$ cat src/rtl/div_pkg.sv
// Shared widths and FSM encoding for the sequential signed divider.
package div_pkg;
  localparam int DVD_W = 10;
  localparam int DVS_W = 5;
  localparam int ITER  = 10;

  typedef enum logic [1:0] {
    IDLE,
    CALC,
    FIX,
    DONE
  } state_t;
endpackage

$ cat src/rtl/fa.sv
// One-bit full adder cell shared with the multiplier array.
module fa (
  input  logic a,
  input  logic b,
  input  logic ci,
  output logic s,
  output logic co
);
  assign s  = a ^ b ^ ci;
  assign co = (a & b) | (ci & (a ^ b));
endmodule

$ cat src/rtl/trial_sub.sv
// Ripple subtractor a - b built from fa cells; borrow=1 means a < b.
module trial_sub
  import div_pkg::*;
(
  input  logic [DVS_W:0] a,
  input  logic [DVS_W:0] b,
  output logic [DVS_W:0] diff,
  output logic           borrow
);
  logic [DVS_W+1:0] c;

  assign c[0] = 1'b1;

  for (genvar i = 0; i < DVS_W + 1; i++) begin : g_bit
    fa u_fa (
      .a  (a[i]),
      .b  (~b[i]),
      .ci (c[i]),
      .s  (diff[i]),
      .co (c[i+1])
    );
  end

  assign borrow = ~c[DVS_W+1];
endmodule

$ cat src/rtl/signed_div.sv
// Radix-2 restoring signed divider: 10-bit dividend / 5-bit divisor, one quotient bit per cycle.
module signed_div
  import div_pkg::*;
(
  input  logic             clk,
  input  logic             rst_n,
  input  logic             in_valid,
  output logic             in_ready,
  input  logic [DVD_W-1:0] D1,
  input  logic [DVS_W-1:0] D2,
  output logic             out_valid,
  input  logic             out_ready,
  output logic [DVD_W-1:0] quot,
  output logic [DVS_W-1:0] rem,
  output logic             dz,
  output logic             ovf
);
  state_t           state, state_nxt;
  logic [DVD_W-1:0] dq;
  logic [DVS_W-1:0] dvs;
  logic [DVS_W:0]   p;
  logic [DVS_W:0]   shifted;
  logic [DVS_W:0]   diff;
  logic             borrow;
  logic [3:0]       cnt;
  logic             neg_q, neg_r, ovf_cand;

  assign in_ready = (state == IDLE);
  assign shifted  = {p[DVS_W-1:0], dq[DVD_W-1]};

  trial_sub u_sub (
    .a      (shifted),
    .b      ({1'b0, dvs}),
    .diff   (diff),
    .borrow (borrow)
  );

  always_ff @(posedge clk or negedge rst_n) begin
    if (!rst_n) state <= IDLE;
    else        state <= state_nxt;
  end

  always_comb begin
    state_nxt = state;
    case (state)
      IDLE: if (in_valid) state_nxt = (D2 == '0) ? DONE : CALC;
      CALC: if (cnt == 4'(ITER - 1)) state_nxt = FIX;
      FIX:  state_nxt = DONE;
      DONE: if (out_valid && out_ready) state_nxt = IDLE;
      default: state_nxt = IDLE;
    endcase
  end

  always_ff @(posedge clk or negedge rst_n) begin
    if (!rst_n) begin
      dq        <= '0;
      dvs       <= '0;
      p         <= '0;
      cnt       <= '0;
      neg_q     <= 1'b0;
      neg_r     <= 1'b0;
      ovf_cand  <= 1'b0;
      quot      <= '0;
      rem       <= '0;
      dz        <= 1'b0;
      ovf       <= 1'b0;
      out_valid <= 1'b0;
    end else begin
      case (state)
        IDLE: begin
          if (in_valid) begin
            neg_q    <= D1[DVD_W-1] ^ D2[DVS_W-1];
            neg_r    <= D1[DVD_W-1];
            dq       <= D1[DVD_W-1] ? -D1 : D1;
            dvs      <= D2[DVS_W-1] ? -D2 : D2;
            p        <= '0;
            cnt      <= '0;
            ovf_cand <= (D1 == 10'h200) && (D2 == '1);
            if (D2 == '0) begin
              quot <= '0;
              rem  <= '0;
              dz   <= 1'b1;
            end
          end
        end
        CALC: begin
          p   <= borrow ? shifted : diff;
          dq  <= {dq[DVD_W-2:0], ~borrow};
          cnt <= cnt + 4'd1;
        end
        FIX: begin
          // |quotient| of 512 wraps to -512 either way, which is the ovf result
          quot <= neg_q ? -dq : dq;
          rem  <= DVS_W'(neg_r ? -p : p);
          ovf  <= ovf_cand;
        end
        DONE: begin
          // out_valid trails DONE entry by one cycle, so a handshake needs it already high
          if (out_valid && out_ready) begin
            out_valid <= 1'b0;
            dz        <= 1'b0;
            ovf       <= 1'b0;
          end else begin
            out_valid <= 1'b1;
          end
        end
        default: ;
      endcase
    end
  end
endmodule

$ cat config.mk
export PLATFORM = sky130hd
export DESIGN_NAME = signed_div
export DESIGN_NICKNAME = d
export VERILOG_FILES = /design/src/rtl/div_pkg.sv /design/src/rtl/fa.sv /design/src/rtl/trial_sub.sv /design/src/rtl/signed_div.sv
export SDC_FILE = /design/constraint.sdc
export NUM_CORES = 1
export LEC_CHECK = 0
export ABC_AREA = 1
export CORE_MARGIN = 4
export CORE_UTILIZATION = 50
export DETAILED_ROUTE_END_ITERATION = 10
export PLACE_DENSITY = 0.78
export SLEW_MARGIN = 0
export SYNTH_ARGS = -nofsm -noshare
export SYNTH_HDL_FRONTEND = slang
export SYNTH_SLANG_ARGS = --single-unit
$ cat constraint.sdc
create_clock -name clk -period 5.2 [get_ports clk]
set_input_delay 1.56 -clock clk [delete_from_list [all_inputs] [get_ports clk]]
set_output_delay 1.56 -clock clk [all_outputs]
set_load 0.05 [all_outputs]
==> reports/results.md, run 1 <==
• **I/O pin cnt** 38
• **net switching power** 1.03 mW
• **type of element launching the critical path** flip-flop
• **Max Cap Viol** 0
• **share of power burned in registers** 30.4%
• **CTS resizes** 0
• **remaining max-slew budget at the tightest pin** 31.0%
• **Tmin final** 3.57 ns
• **most frequently used cell type in the post-synthesis netlist** sky130_fd_sc_hd__nand2_1
• **Worst R2R Path Depth** 11
• **Avg Cell Area, Syn** 7.83 um2
• **data required time at the worst endpoint** 3.64 ns
• **H-tree depth reported by CTS** 2
• **internal power of the cells** 1.10 mW
• **path type of the worst min-delay path** flip-flop to flip-flop
• **Setup Crit Path Kind** flip-flop to output port
• **sw frac** 48.2%
• **sequential cell area fraction in the yosys report** 41.6%
• **Peak supply drop** 0.296 mV
• **clock transition at the registers of the reported paths** 0.09 ns
• **dpl hpwl** 4.69 mm
• **total power after layout** 2.13 mW
• **unrepaired setup endpoints after global routing** false
• **number of flip-flops and latches in the synthesized netlist** 47
• **Layout Utilization** 60.9%
• **largest cells by area after synthesis** sky130_fd_sc_hd__dfrtp_1, sky130_fd_sc_hd__nand2_1, sky130_fd_sc_hd__o21ai_0
• **Synth Warn #** 0
• **clock network fraction of design power** 13.1%
• **horizontal extent of the die** 83.2 um
• **Clock Sink Count** 47
• **area enclosed by the die boundary** 0.00692 mm2
• **CORE AREA** 0.00551 mm2
• **ratio of total power to cell area** 636 mW/mm2
• **syn_nets** 396
• **ratio of routed vias to standard cells** 5.13
• **CTS Buf Count** 5
• **number of diodes** 0
• **Least-Margin Pin Slew** 1.03 ns
• **number of buffers on the longest clock path** 2
• **antenna violations before repair** 0
• **detailed-router iteration count before antenna repair** 4
• **count of flip-flops with a built-in enable after synthesis** 0
• **filler cell count in the final layout** 510
• **outcome** complete, no violations
• **Clock Tree Root** sky130_fd_sc_hd__clkbuf_8
• **vias in the first global route** 2373
• **weighted congestion at the end of routability-driven global placement** 0.828
• **# setup viols final** 0
• **count of endpoints failing hold in the final timing report** 0
• **leading cell types by count after synthesis** sky130_fd_sc_hd__nand2_1, sky130_fd_sc_hd__dfrtp_1, sky130_fd_sc_hd__inv_1
• **initial core utilization** 51.3%
• **synth unique cells** 35
• **latest clock arrival within the worst-skew pair** 0.30 ns
• **vertical die dimension** 83.2 um
• **Critical Path Sink Type** output port
• **GRT overflow** 0
• **highest fanout seen on the critical path** 5
• **Cell Area, Synth** 0.00283 mm2
• **number of port buffers** 37
• **leakage power total** 1.63 nW
• **total track usage** 18.5%
• **sum of routed wire length over all layers** 6.11 mm
• **number of DRC markers in iteration 0** 177
• **async set or reset register ratio after synthesis** 100%
• **WHS Path Cells** 2
• **average wire per standard cell** 13.0 um
• **Gate power share** 56.5%
• **signed area change from the synthesized netlist to the final layout** 18.6%
• **fraction of post-synthesis cell area in the top cell type by area** 41.6%
• **wire length of the first global-routing pass** 10.6 mm
• **number of setup buffers added after CTS** 0
• **net count reported at finish** 433
• **Layout Skew** 0.00875 ns
• **number of cells produced by synthesis** 361
• **top cell type by total area after synthesis** sky130_fd_sc_hd__dfrtp_1
• **largest net degree at the start of global routing** 48
• **final clock period utilization by the worst path** 68.7%
• **post-route antenna net violation count** 0
• **total negative slack** 0 ns
• **ratio of cells with drive above 1 in the final layout** 5.51%
• **vias after detailed routing** 2418
• **hold buffers post-CTS** 0
• **CTS tree** yes
• **Arr. time, crit path** 2.01 ns
• **Synth Flop Type** sky130_fd_sc_hd__dfrtp_1
• **Max Clock Freq** 280 MHz
• **Remaining DRCs** 0
• **Std-Cell Rows** 27
• **final number of max-transition violations** 0
==> registers in the layout (all words and copies together), names as in the netlist <==
signal     count
rem            5
neg_q          1
quot          10
p              5
dq            10
out_valid      1
neg_r          1
ovf            1
cnt            4
dz             1
dvs            5
ovf_cand       1
state          2
==> worst max-delay path, cell delays in order, from the launching register on <==
cell	delay, ns
sky130_fd_sc_hd__dfrtp_1	0.43
sky130_fd_sc_hd__inv_1	0.10
sky130_fd_sc_hd__ha_1	0.32
sky130_fd_sc_hd__clkdlybuf4s50_1	0.86
==> layout make-up <==
| cell class | instances | area (um2) | share of cell area, % |
|---|---|---|---|
| Clock buffer | 6 | 82.6 | 2.46 |
| Inverter | 46 | 180 | 5.38 |
| Multi-Input combinational cell | 261 | 1420 | 42.4 |
| Timing Repair Buffer | 37 | 365 | 10.9 |
| Tap cell | 72 | 90.1 | 2.69 |
| Sequential cell | 47 | 1180 | 35.1 |
| Clock inverter | 2 | 35.0 | 1.05 |
==> path summary, 6_finish.rpt <==
kind | slack (ns) | from | to
max reg2reg | 2.01 | dq[9] | dq[0]
min in group asynchronous | 1.44 | rst_n | rem[2]
min reg2reg | 0.48 | rem[4] | rem[4]
max | 1.63 | state[1] | in_ready
max in group asynchronous | 3.13 | rst_n | p[3]
min | 0.48 | rem[4] | rem[4]
==> power by group through the flow <==
stage | Sequential [mW] | Clock, mW | Combinational, mW
final | 0.648 | 0.279 | 1.20
after global routing | 0.672 | 0.298 | 1.35
after CTS | 0.649 | 0.283 | 1.21
after detailed placement | 0.656 | 0 | 1.20
after global placement | 0.645 | 0 | 1.16
after floorplan | 0.827 | 0 | 0.721
==> per-layer routing <==
metal,wire (um),global-route usage [%],up-vias
li1,-,-,1230
met1,2740,23.6,1126
met2,3040,32.5,55
met3,250,3.47,7
met4,68,4.31,0
met5,0,0,-
==> kinds of logic after synthesis <==
group | count (synthesis) | synth area share (%)
compound gates | 66 | 13.3
simple gates | 168 | 25.5
xor+xnor | 11 | 3.41
flops | 47 | 41.6
buf+inv | 53 | 8.06
fa+ha+maj | 16 | 8.15
==> layout by cell type, fill, tap and decap left out, types with 4 or more instances in the layout <==
master	netlist	final
sky130_fd_sc_hd__o22ai_1	6	6
sky130_fd_sc_hd__nand2_1	104	104
sky130_fd_sc_hd__o21ai_0	33	33
sky130_fd_sc_hd__xor2_1	8	8
sky130_fd_sc_hd__nor2_1	26	26
sky130_fd_sc_hd__fa_1	4	4
sky130_fd_sc_hd__a21oi_1	18	18
sky130_fd_sc_hd__clkbuf_8	0	6
sky130_fd_sc_hd__nand3_1	24	24
sky130_fd_sc_hd__clkdlybuf4s50_1	0	36
sky130_fd_sc_hd__inv_1	42	42
sky130_fd_sc_hd__ha_1	12	12
sky130_fd_sc_hd__dfrtp_1	47	47
==> through the flow <==
stage               hold WS, ns  instances  instance area, um2  setup WS (ns)
floorplan                 0.453        361                2830           2.35
global route              0.514        471                3350           1.55
finish                    0.484        471                3350           1.63
detailed placement        0.465        463                3230           1.93
global placement          0.463        463                3230           2.00
CTS                       0.489        471                3350           1.61
No activity file was read; power rests on OpenSTA's default activity.
==> inputs of run 2 (changes only) <==
clock period = 3.4 ns   (was 5.2 ns; I/O delays follow)
==> run 2 against run 1 <==
  * Combinational power increased by 56%
  * Worst hold slack improved by 0.0013 ns
  * Sequential power increased by 53%
  * Core utilization increased by 0.18 points
==> reports/results.md, run 2 (synthesized netlist as in run 1, its figures left out) <==
• **outcome** complete, no violations, unchanged
• **top library cells by usage in the layout, fill and taps aside** sky130_fd_sc_hd__nand2_1, sky130_fd_sc_hd__dfrtp_1, sky130_fd_sc_hd__inv_1, unchanged
• **dpl hpwl** 4.58 mm, was 4.69 mm
• **master of the slowest instance on the critical path** sky130_fd_sc_hd__fa_1, was sky130_fd_sc_hd__clkdlybuf4s50_1
• **Std-Cell Rows** 27, unchanged
• **antenna violations before repair** 0, unchanged
• **filler cell count in the final layout** 514, was 510
• **area enclosed by the die boundary** 0.00692 mm2, unchanged
• **Gate power share** 56.9%, was 56.5%
• **total track usage** 18.7%, was 18.5%
• **number of port buffers** 37, unchanged
• **Tmin final** 3.08 ns
• **number of buffers on the longest clock path** 2, unchanged
• **Clock Tree Root** sky130_fd_sc_hd__clkbuf_8, unchanged
• **ratio of total power to cell area** 977 mW/mm2, was 636 mW/mm2
• **post-route antenna net violation count** 0, unchanged
• **GRT overflow** 0, unchanged
• **share of power burned in registers** 30.1%, was 30.4%
• **type of element launching the critical path** flip-flop, unchanged
• **count of endpoints failing hold in the final timing report** 0, unchanged
• **Max Clock Freq** 324 MHz
• **Least-Margin Pin Slew** 1.03 ns, about the same
• **largest net degree at the start of global routing** 48, unchanged
• **H-tree depth reported by CTS** 2, unchanged
• **weighted congestion at the end of routability-driven global placement** 0.839, was 0.828
• **net count reported at finish** 434, was 433
• **clock network fraction of design power** 13.0%, was 13.1%
• **net switching power** 1.58 mW, was 1.03 mW
• **CORE AREA** 0.00551 mm2, unchanged
• **vias after detailed routing** 2411, was 2418
• **unrepaired setup endpoints after global routing** false, unchanged
• **final setup slack of the worst path** 0.317 ns, was 1.63 ns
• **total negative slack** 0 ns, unchanged
• **final clock period utilization by the worst path** 90.7%
• **# setup viols final** 0, unchanged
• **vertical die dimension** 83.2 um, unchanged
• **end of the worst register-to-register path** dq[0], unchanged
• **clock transition at the registers of the reported paths** 0.09 ns, about the same
• **ratio of routed vias to standard cells** 5.11, was 5.13
• **initial core utilization** 51.3%, unchanged
• **sum of routed wire length over all layers** 6.11 mm, about the same
• **Remaining DRCs** 0, unchanged
• **hold wc startpoint** rem[3], was rem[4]
• **WHS Path Cells** 2, unchanged
• **Layout Skew** 0.00543 ns, was 0.00875 ns
• **Critical Path Max Stage Delay** 0.41 ns, was 0.86 ns
• **average wire per standard cell** 12.9 um, was 13.0 um
• **number of DRC markers in iteration 0** 158, was 177
• **wire length of the first global-routing pass** 10.7 mm, was 10.6 mm
• **ratio of cells with drive above 1 in the final layout** 6.00%, was 5.51%
• **Critical R2R Launch** dq[9], unchanged
• **number of diodes** 0, unchanged
• **highest fanout seen on the critical path** 10, was 5
• **Arr. time, crit path** 3.26 ns, was 2.01 ns
• **CTS tree** yes, unchanged
• **Critical Path Sink Type** flip-flop, was output port
• **Max Cap Viol** 0, unchanged
• **leading cell type in the layout, fill and taps excluded** sky130_fd_sc_hd__nand2_1, unchanged
• **horizontal extent of the die** 83.2 um, unchanged
• **detailed-router iteration count before antenna repair** 4, unchanged
• **cells along the critical path** inv_1 -> ha_1 -> inv_1 -> fa_1 -> fa_1 -> fa_1 -> fa_1 -> nor2_2 -> nand2_1 -> o211ai_1 -> o21ai_0, was inv_1 -> ha_1 -> clkdlybuf4s50_1
• **signed area change from the synthesized netlist to the final layout** 18.9%, was 18.6%
• **registers with the most flip-flops** dq: 10 flops, quot: 10 flops, unchanged
• **Worst R2R Path Depth** 11, unchanged
• **Setup Crit Path Kind** flip-flop to flip-flop, was flip-flop to output port
• **latest clock arrival within the worst-skew pair** 0.31 ns, was 0.30 ns
• **final number of max-transition violations** 0, unchanged
• **internal power of the cells** 1.70 mW, was 1.10 mW
• **path type of the worst min-delay path** flip-flop to flip-flop, unchanged
• **Worst R2R Setup Slack** 0.32 ns, was 2.01 ns
• **Peak supply drop** 0.414 mV, was 0.296 mV
• **endpoint of the worst hold-timing path** rem[3], was rem[4]
• **vias in the first global route** 2362, was 2373
• **I/O pin cnt** 38, unchanged
• **hold buffers post-CTS** 0, unchanged
• **sw frac** 48.2%, about the same
• **pre-CTS setup slack** 0.242 ns, was 1.93 ns
• **Critical Path Most Common Cell** sky130_fd_sc_hd__fa_1
• **Clock Sink Count** 47, unchanged
• **CTS Buf Count** 5, unchanged
• **leakage power total** 1.64 nW, was 1.63 nW
• **remaining max-slew budget at the tightest pin** 31.2%, was 31.0%
• **data required time at the worst endpoint** 3.57 ns, was 3.64 ns
run 2: worst max-delay path by stage:
stage | to | startpoint | depth (start not counted)
after floorplan | dq[0] | dq[9] | 11
after global placement | dq[0] | dq[9] | 11
after detailed placement | dq[0] | dq[9] | 11
after CTS | dq[0] | dq[9] | 11
after global routing | dq[0] | dq[9] | 11
final | dq[0] | dq[9] | 11
run 2: power groups by stage:
stage	combinational (mW)	sequential, mW	clock, mW
2_1_floorplan	1.10	1.26	0
3_3_place_gp	1.79	0.986	0
3_5_place_dp	1.86	0.998	0
4_1_cts	1.87	0.988	0.431
5_1_grt	2.09	1.02	0.453
6_report	1.87	0.990	0.427
run 2: worst max-delay path: cells and delay by family (launching register included):
family                     cells  cell delay, ns
DFF                            1            0.38
and+or+nand+nor                2            0.43
buffers and inverters          2            0.17
adders and majority gates      5            1.75
AOI/OAI and AO/OA              2            0.21
run 2: area by class of cell:
type	count	area, um2	share of cell area [%]
Inverter	46	180	5.36
Tap cell	72	90.1	2.68
Clock buffer	6	82.6	2.46
Sequential cell	47	1180	35.0
Timing Repair Buffer	38	373	11.1
Multi-Input combinational cell	261	1430	42.4
Clock inverter	2	35.0	1.04
run 2: stage by stage:
| stage | area [um2] | power [mW] | std cells | util (%) | hold slack, ns |
|---|---|---|---|---|---|
| 6_report | 3360 | 3.28 | 472 | 61.1 | 0.486 |
| 3_3_place_gp | 3240 | 2.78 | 464 | 58.9 | 0.463 |
| 2_1_floorplan | 2830 | 2.37 | 361 | - | 0.453 |
| 5_1_grt | 3360 | 3.56 | 472 | 61.1 | 0.519 |
| 3_5_place_dp | 3240 | 2.86 | 464 | 58.9 | 0.464 |
| 4_1_cts | 3360 | 3.29 | 472 | 61.0 | 0.487 |
run 2: repair_timing:
item / CTS / global route
endpoints found under the setup margin: 0 / 4
setup buffers: 0 / 0
gates resized for setup: 0 / 1
run 2: per-layer routing:
metal	global-route usage (%)	share of wire (%)	up-vias
li1	-	-	1235
met1	24.6	46	1110
met2	30.4	47	58
met3	3.08	5.5	8
met4	8.02	1.5	0
met5	0	0	-
